**config.mk**
```make
export PLATFORM = sky130hd
export DESIGN_NAME = rr_merge_stage
export DESIGN_NICKNAME = d
export VERILOG_FILES = /design/src/rtl/rr_merge_stage_pkg.sv /design/src/rtl/rr_merge_stage_sync_fifo.sv /design/src/rtl/rr_merge_stage.sv
export SDC_FILE = /design/constraint.sdc
export NUM_CORES = 1
export LEC_CHECK = 0
export ABC_CLOCK_PERIOD_IN_PS = 2420
export CAP_MARGIN = 20
export CORE_MARGIN = 4
export CORE_UTILIZATION = 44
export CTS_CLUSTER_DIAMETER = 60
export DETAILED_ROUTE_END_ITERATION = 10
export HOLD_SLACK_MARGIN = 0.02
export PLACE_DENSITY = 0.88
export REMOVE_ABC_BUFFERS = 1
export SKIP_LAST_GASP = 1
export SYNTH_ARGS = -nofsm -noshare
export SYNTH_HDL_FRONTEND = slang
export SYNTH_SLANG_ARGS = --single-unit
```
**constraint.sdc**
```tcl
create_clock -name clk -period 2.42 [get_ports clk]
set_clock_uncertainty 0.05 [all_clocks]
set_input_delay 0.726 -clock clk [delete_from_list [all_inputs] [get_ports clk]]
set_output_delay 0.726 -clock clk [all_outputs]
set_load 0.03 [all_outputs]
```
**src/rtl/rr_merge_stage_pkg.sv**
```systemverilog
// Shared definitions for the round-robin merge stage: source encodings,
// the grant record and the round-robin arbitration rule.
package rr_merge_stage_pkg;

    localparam logic SEL_A = 1'b0;
    localparam logic SEL_B = 1'b1;

    typedef struct packed {
        logic a;
        logic b;
    } grant_t;

    // prio names the favoured source when both request; open gates every grant.
    function automatic grant_t rr_grant(input logic a_valid, input logic b_valid,
                                        input logic prio, input logic open);
        grant_t g;
        g.a = 1'b0;
        g.b = 1'b0;
        if (open) begin
            if (a_valid && (!b_valid || (prio == SEL_A))) begin
                g.a = 1'b1;
            end else if (b_valid) begin
                g.b = 1'b1;
            end else begin
                g.a = 1'b0;
            end
        end else begin
            g.b = 1'b0;
        end
        return g;
    endfunction

endpackage

```
**src/rtl/rr_merge_stage_sync_fifo.sv**
```systemverilog
// Synchronous FIFO with registered head; full/empty tracked by an occupancy
// counter so pointer equality never has to be interpreted.
module sync_fifo
    import rr_merge_stage_pkg::*;
#(
    parameter int WIDTH = 4,
    parameter int DEPTH = 2
) (
    input  logic                     clk,
    input  logic                     rst,
    input  logic                     push,
    input  logic [WIDTH-1:0]         push_data,
    input  logic                     pop,
    output logic [WIDTH-1:0]         head_data,
    output logic [$clog2(DEPTH):0]   count
);

    localparam int AW = $clog2(DEPTH);
    localparam int CW = AW + 1;

    logic [WIDTH-1:0] mem_r [DEPTH];
    logic [AW-1:0]    wr_ptr_r;
    logic [AW-1:0]    rd_ptr_r;
    logic [CW-1:0]    count_r;
    logic             push_ok_s;
    logic             pop_ok_s;

    // Guard the handshakes so the counter can neither overflow nor underflow.
    always_comb begin
        push_ok_s = push && (count_r < CW'(DEPTH));
        pop_ok_s  = pop && (count_r != {CW{1'b0}});
    end

    // Storage, pointers and occupancy; reset clears the array as well.
    always_ff @(posedge clk) begin
        if (rst) begin
            for (int i = 0; i < DEPTH; i++) begin
                mem_r[i] <= {WIDTH{1'b0}};
            end
            wr_ptr_r <= {AW{1'b0}};
            rd_ptr_r <= {AW{1'b0}};
            count_r  <= {CW{1'b0}};
        end else begin
            if (push_ok_s) begin
                mem_r[wr_ptr_r] <= push_data;
                wr_ptr_r        <= wr_ptr_r + AW'(1);
            end
            if (pop_ok_s) begin
                rd_ptr_r <= rd_ptr_r + AW'(1);
            end
            case ({push_ok_s, pop_ok_s})
                2'b10:   count_r <= count_r + CW'(1);
                2'b01:   count_r <= count_r - CW'(1);
                default: count_r <= count_r;
            endcase
        end
    end

    assign head_data = mem_r[rd_ptr_r];
    assign count     = count_r;

endmodule

```
**src/rtl/rr_merge_stage.sv**
```systemverilog
// Two-input round-robin merge: arbitrates A/B, steers the winner into a small
// FIFO and presents the FIFO head on the X channel.
module rr_merge_stage
    import rr_merge_stage_pkg::*;
#(
    parameter int WIDTH = 4,
    parameter int DEPTH = 2
) (
    input  logic                     clk,
    input  logic                     rst,
    input  logic [WIDTH-1:0]         a_data,
    input  logic                     a_valid,
    output logic                     a_ready,
    input  logic [WIDTH-1:0]         b_data,
    input  logic                     b_valid,
    output logic                     b_ready,
    output logic [WIDTH-1:0]         x_data,
    output logic                     x_valid,
    input  logic                     x_ready,
    output logic                     sel,
    output logic [$clog2(DEPTH):0]   count
);

    localparam int CW = $clog2(DEPTH) + 1;

    logic             prio_r;
    logic             sel_r;
    grant_t           grant_s;
    logic             push_s;
    logic             pop_s;
    logic [WIDTH-1:0] push_data_s;
    logic [WIDTH-1:0] head_data_s;
    logic [CW-1:0]    count_s;

    // Arbitration and data steering; a draining FIFO does not reopen until the pop lands.
    always_comb begin
        grant_s = rr_grant(a_valid, b_valid, prio_r, (count_s < CW'(DEPTH)) && !rst);
        push_s  = grant_s.a | grant_s.b;
        pop_s   = (count_s != {CW{1'b0}}) && x_ready;
        if (grant_s.b) begin
            push_data_s = b_data;
        end else begin
            push_data_s = a_data;
        end
    end

    // Round-robin priority and last-grant indicator.
    always_ff @(posedge clk) begin
        if (rst) begin
            prio_r <= SEL_A;
            sel_r  <= SEL_A;
        end else if (grant_s.a) begin
            prio_r <= SEL_B;
            sel_r  <= SEL_A;
        end else if (grant_s.b) begin
            prio_r <= SEL_A;
            sel_r  <= SEL_B;
        end else begin
            prio_r <= prio_r;
            sel_r  <= sel_r;
        end
    end

    sync_fifo #(
        .WIDTH (WIDTH),
        .DEPTH (DEPTH)
    ) u_fifo (
        .clk       (clk),
        .rst       (rst),
        .push      (push_s),
        .push_data (push_data_s),
        .pop       (pop_s),
        .head_data (head_data_s),
        .count     (count_s)
    );

    assign a_ready = grant_s.a;
    assign b_ready = grant_s.b;
    assign x_valid = (count_s != {CW{1'b0}});
    assign x_data  = head_data_s;
    assign sel     = sel_r;
    assign count   = count_s;

endmodule

```
==> impl_results.md, run 1 <==
* Status: completed
* Top delay family on crit path: buffers and inverters
* Core area at 1520 µm²
* Reg-to-Reg End: u_fifo.count[1]
* Clock Root Buffer: clkbuf_4
* Hold buffers post-CTS at 0
* Post-Layout Inst Area at 1080 µm²
* Post-synthesis sequential area ratio at 0.532
* First-pass GRT wire length at 2.75 mm
* Crit path DAT at 1550 ps
* Setup repair after global routing missed its margin: no
* Number of detailed-route iterations in the first pass at 4
* Crit. End Element: primary output
* Yosys cell types at 25
* Reg-to-Reg Start: u_fifo.count[1]
* Slowest CP cell: clkdlybuf4s50_1
* Synthesized flop and latch total at 15
* Worst Hold Path EP: u_fifo.wr_ptr_r
* Overflow after GRT at 0
* # setup viols final at 0
* Final Cycle Share at 0.962
* Sink Count at 15
* Measured slew at the worst slew-check pin at 324 ps
* Post-DP HPWL at 1.38 mm
* Boundary pin count at 23
* Peak VDD IR at 0.738 mV
* DIE WIDTH at 48.3 µm
* Post-synthesis average cell area at 10.1 µm²
* Hold Path Stages at 2
* FF-to-FF setup slack at 550 ps
* Worst-Skew Late Latency at 280 ps
* Setup TNS at 0 ps
* Clk buf depth at 2
* Ys Warns at 0
* Nets at 122
* CTS tree: yes
* # DRC at 0
* CTS Buf Count at 3
* Worst-case reg-to-reg path depth at 8
* Post-Route WL at 1.73 mm
* GP Congestion at 0.772
* Placed inst area at 1020 µm²
* Initial DRC Count at 18
* Biggest area consumer among synthesized cells: edfxtp_1
* Die H at 48.3 µm
* Crit path cell chain: or2_2 -> clkdlybuf4s50_1
* Static Leak at 0.451 nW
* Vias at 667
* Slowest stage delay, CP at 600 ps
* Cell count after synthesis at 71
* Inserted Diodes at 0
* Max_slew headroom at 0.783
* Hold Path Class: flip-flop to flip-flop
* PwrDens at 922 nW/µm²
* Top cells by area, synth: edfxtp_1 34%, dfxtp_1 20%, a21oi_1 7.7%
* Antenna violations before repair at 0
* Port Buffer Count at 22
* H-tree levels at 1
* Post-synth top area share at 0.336
* Synthesized area at 714 µm²
* Die ar. at 2330 µm²
* Via density at 5.42
* Layout cells sized above 1 at 0.243
* Global Route Usage Sum at 0.173
* Max cap viols at 0
* Drt wl/cell at 14.0 µm
* Most frequent cells in the layout: 13 x clkdlybuf4s50_1, 13 x buf_4, 11 x a21oi_1
* FP Rows at 14
* Starting Density at 0.469
* Startpoint Class: flip-flop
* Kind of critical path: flip-flop to primary output
* Fin. max-slew vios at 0
* F_max at 0.430 GHz
* Largest net degree at the start of global routing at 12
* Critical Path RT at 1640 ps
* Antenna-violating nets left at 0
* Tmin final at 2330 ps
* Clock slew at reported path FFs at 80 ps
* Count of final hold-check violations at 0
* Synthesis-to-layout area growth at 50.6%
* Worst Path Buf+Inv at 1
* Vias in the first global route at 707
* Worst Hold Launch: u_fifo.wr_ptr_r
* Maximum fanout along the worst path at 5
==> worst register-to-register path: stages (launching register included) <==
cell     delay, ps
dfxtp_1        340
buf_4          170
nor2_2         140
buf_4          130
buf_4           90
o21ai_0         80
ha_1           300
or3_1          370
a21oi_1        140
==> area by class of cell <==
cell class                 count  area [µm²]
sequential                    15         380
inverter                       2        7.51
tap                           16        20.0
fill                         126         448
multi-input combinational     51         327
timing repair buffer          35         315
clock buffer                   4        26.3
==> power breakdown <==
part	switching [mW]	internal [mW]
Clock	0.0782	0.0639
Sequential	0.0401	0.327
Combinational	0.252	0.231
Total	0.371	0.622
==> through the flow <==
step           power, mW  setup WS, ps   util  cells  hold WS [ps]
2_1_floorplan      0.643           420      -     68           400
3_3_place_gp       0.833         -14.2  0.669    117           422
3_5_place_dp       0.856          -106  0.669    117           439
4_1_cts             1.00          16.8  0.704    123           470
5_1_grt             1.06          32.6  0.706    123           493
6_report           0.992          92.3  0.706    123           468
==> worst max path at each step <==
stage               startpoint       to  cells past startpoint
2_1_floorplan              rst  a_ready                      2
3_3_place_gp               rst  a_ready                      4
3_5_place_dp               rst  a_ready                      4
4_1_cts                b_valid  a_ready                      4
5_1_grt        u_fifo.count[0]  x_valid                      2
6_report       u_fifo.count[0]  x_valid                      2
==> registers in the layout, summed over array words and instances (netlist names), named ones only <==
register / cells
u_fifo.rd_ptr_r: 1
u_fifo.count: 2
u_fifo.mem_r: 8
u_fifo.wr_ptr_r: 1
prio_r: 1
sel: 1
==> Yosys cell counts <==
cell / instances
xnor2_1: 2
nor2b_1: 1
or4_1: 1
dfxtp_1: 7
nand2b_1: 4
o21ai_0: 6
xor2_1: 1
nand3b_1: 1
ha_1: 1
and3_1: 2
a21oi_1: 11
a22oi_1: 1
inv_1: 2
nor2_1: 6
buf_2: 1
mux2_2: 4
o31ai_1: 1
nor3_1: 1
nand2_1: 1
clkbuf_1: 2
or2_2: 1
edfxtp_1: 8
or3_1: 1
nand3_1: 4
o21a_1: 1
==> timing repair <==
| item | 4_1_cts | 5_1_grt |
|---|---|---|
| pin swaps | 2 | 0 |
| buffers inserted | 2 | 0 |
| gates resized for setup | 11 | 1 |
| endpoints found under the setup margin | 6 | 1 |
==> routing by layer <==
metal	GRT usage	wire length, µm
met1	0.160	645
met2	0.336	956
met3	0.0406	107
met4	0.0968	17
met5	0	0
==> logic make-up after synthesis <==
group	Yosys count	synth area share
simple gates	23	0.172
compound gates	20	0.151
flops	15	0.532
buf+inv	5	0.0280
mux	4	0.0630
xor+xnor	3	0.0368
fa+ha+maj	1	0.0175
(Power assumes the default switching activity.)
==> inputs of run 2 (changes only) <==
--- a/config.mk
+++ b/config.mk
@@ -14,6 +14,7 @@
 export HOLD_SLACK_MARGIN = 0.02
 export PLACE_DENSITY = 0.88
 export REMOVE_ABC_BUFFERS = 1
+export SETUP_SLACK_MARGIN = 0.05
 export SKIP_LAST_GASP = 1
 export SYNTH_ARGS = -nofsm -noshare
 export SYNTH_HDL_FRONTEND = slang
==> constraint.sdc (replaced) <==
create_clock -name clk -period 2.42 [get_ports clk]
set_clock_uncertainty 0.05 [all_clocks]
set_input_delay 0.726 -clock clk [delete_from_list [all_inputs] [get_ports clk]]
set_output_delay 0.726 -clock clk [all_outputs]
set_load 0.05 [all_outputs]
==> impl_results.md, run 2 (synthesis gave the netlist of run 1 again) <==
* Inserted Diodes at 0 (unchanged)
* Placed cell count at 118 (+0.85%)
* Synthesis-to-layout area growth at 51.7%
* Post-DP HPWL at 1.30 mm (-5.7%)
* Starting Density at 0.469 (unchanged)
* Count of final hold-check violations at 0 (unchanged)
* Non-filler cells, final at 123 (unchanged)
* Drt wl/cell at 13.4 µm (-4.6%)
* Setup TNS at 0 ps (unchanged)
* Via density at 5.38 (-0.75%)
* Hold buffers post-CTS at 0 (unchanged)
* Worst-Skew Late Latency at 280 ps (about the same)
* F_max at 0.445 GHz (+3.5%)
* Clk buf depth at 2 (unchanged)
* Vias at 662 (-0.75%)
* Final Cycle Share at 0.930 (-0.0324)
* Biggest register: u_fifo.mem_r
* Startpoint Class: primary input
* Tmin final at 2250 ps (-78.3 ps)
* CTS Buf Count at 3 (unchanged)
* Final WS setup at 171 ps (+78.3 ps)
* Global Route Usage Sum at 0.168 (-0.00532)
* Core area at 1520 µm² (unchanged)
* Antenna-violating nets left at 0 (unchanged)
* DIE WIDTH at 48.3 µm (unchanged)
* Static Leak at 0.464 nW (+3.0%)
* FP Rows at 14 (unchanged)
* Die ar. at 2330 µm² (unchanged)
* Nets at 122 (unchanged)
* Fin. max-slew vios at 0 (unchanged)
* Post-Route WL at 1.65 mm (-4.6%)
* Max_slew headroom at 0.662 (-0.121)
* H-tree levels at 1 (unchanged)
* Layout cells sized above 1 at 0.252 (+0.00935)
* Kind of critical path: primary input to primary output
* Status: completed
* Clock Root Buffer: clkbuf_4
* Crit. End Element: primary output
* Die H at 48.3 µm (unchanged)
* Hold Path Stages at 2 (unchanged)
* PwrDens at 990 nW/µm² (+7.4%)
* Critical Path RT at 1640 ps (about the same)
* # setup viols final at 0 (unchanged)
* Worst Hold Slack at 449 ps (-19.5 ps)
* FF-to-FF setup slack at 700 ps (+150 ps)
* CTS tree: yes
* Antenna violations before repair at 0 (unchanged)
* Measured slew at the worst slew-check pin at 506 ps (+182 ps)
* Largest register FFs at 8 (unchanged)
* Vias in the first global route at 658 (-6.9%)
* Largest net degree at the start of global routing at 12 (unchanged)
* Most common cell after layout, fill and taps aside: buf_4
* First-pass GRT wire length at 2.78 mm (+0.98%)
* Worst Hold Launch: u_fifo.wr_ptr_r
* Overflow after GRT at 0 (unchanged)
* Worst Hold Path EP: u_fifo.wr_ptr_r
* GP Congestion at 0.752 (-2.6%)
* Peak VDD IR at 0.791 mV (+7.2%)
* Number of detailed-route iterations in the first pass at 4 (unchanged)
* Hold Path Class: flip-flop to flip-flop
* Clock slew at reported path FFs at 90 ps (about the same)
* Max cap viols at 0 (unchanged)
* Setup repair after global routing missed its margin: no
* Boundary pin count at 23 (unchanged)
* Port Buffer Count at 22 (unchanged)
* Reg-to-Reg End: u_fifo.count[1]
* # DRC at 0 (unchanged)
* Reg-to-Reg Start: u_fifo.count[1]
* Maximum fanout along the worst path at 3 (-2)
* Worst-case reg-to-reg path depth at 7 (-1)
* Crit path DAT at 1470 ps (-80 ps)
* Setup slack at placement at -73.6 ps (+32.8 ps)
* Most frequent cells in the layout: 15 x buf_4, 11 x a21oi_1, 11 x clkdlybuf4s50_1
* Sink Count at 15 (unchanged)
* Initial DRC Count at 9 (-9)
* Final core utilization at 0.711 (+0.00493)
-- run 2: final cells by class --
type,count,area [µm²]
Clock buffer,4,26.3
Fill cell,118,440
Inverter,2,7.51
Multi-Input combinational cell,51,322
Sequential cell,15,380
Tap cell,16,20.0
Timing Repair Buffer,35,328
-- run 2: worst max path at each step --
stage                    startpoint        end  depth (start not counted)
finish                          rst    b_ready                          4
global route              flip-flop  x_data[0]                          2
detailed placement              rst    a_ready                          4
global placement            b_valid    a_ready                          4
CTS                 u_fifo.count[0]   count[0]                          1
floorplan                       rst    a_ready                          2
-- run 2: per-layer routing --
layer | GRT usage | up-vias | share of wire
li1 | - | 332 | -
met4 | 0.0323 | 0 | 0
met2 | 0.305 | 23 | 0.52
met5 | 0 | - | 0
met3 | 0.0517 | 0 | 0.065
met1 | 0.192 | 307 | 0.42
-- run 2: power by group --
group	internal (mW)	total, mW	switching [mW]
logic	0.232	0.567	0.335
registers	0.327	0.362	0.0357
clock network	0.0638	0.143	0.0796
total	0.623	1.07	0.450
-- run 2: timing repair --
item	4_1_cts	5_1_grt
setup endpoints to repair	5	1
gates cloned	0	0
pin swaps	2	0
setup buffers	1	0
gates resized for setup	8	1
-- run 2: metrics by stage --
step           power (mW)  instance area, µm²
6_report             1.07                1080
5_1_grt              1.14                1080
4_1_cts              1.08                1080
3_5_place_dp        0.944                1050
3_3_place_gp        0.927                1050
2_1_floorplan       0.726                 702
-- run 2: worst max-delay path, cell delays in order --
cell and delay [ps]:
dlygate4sd2_1 250, nor2_2 140, and3_1 210, buf_12 140
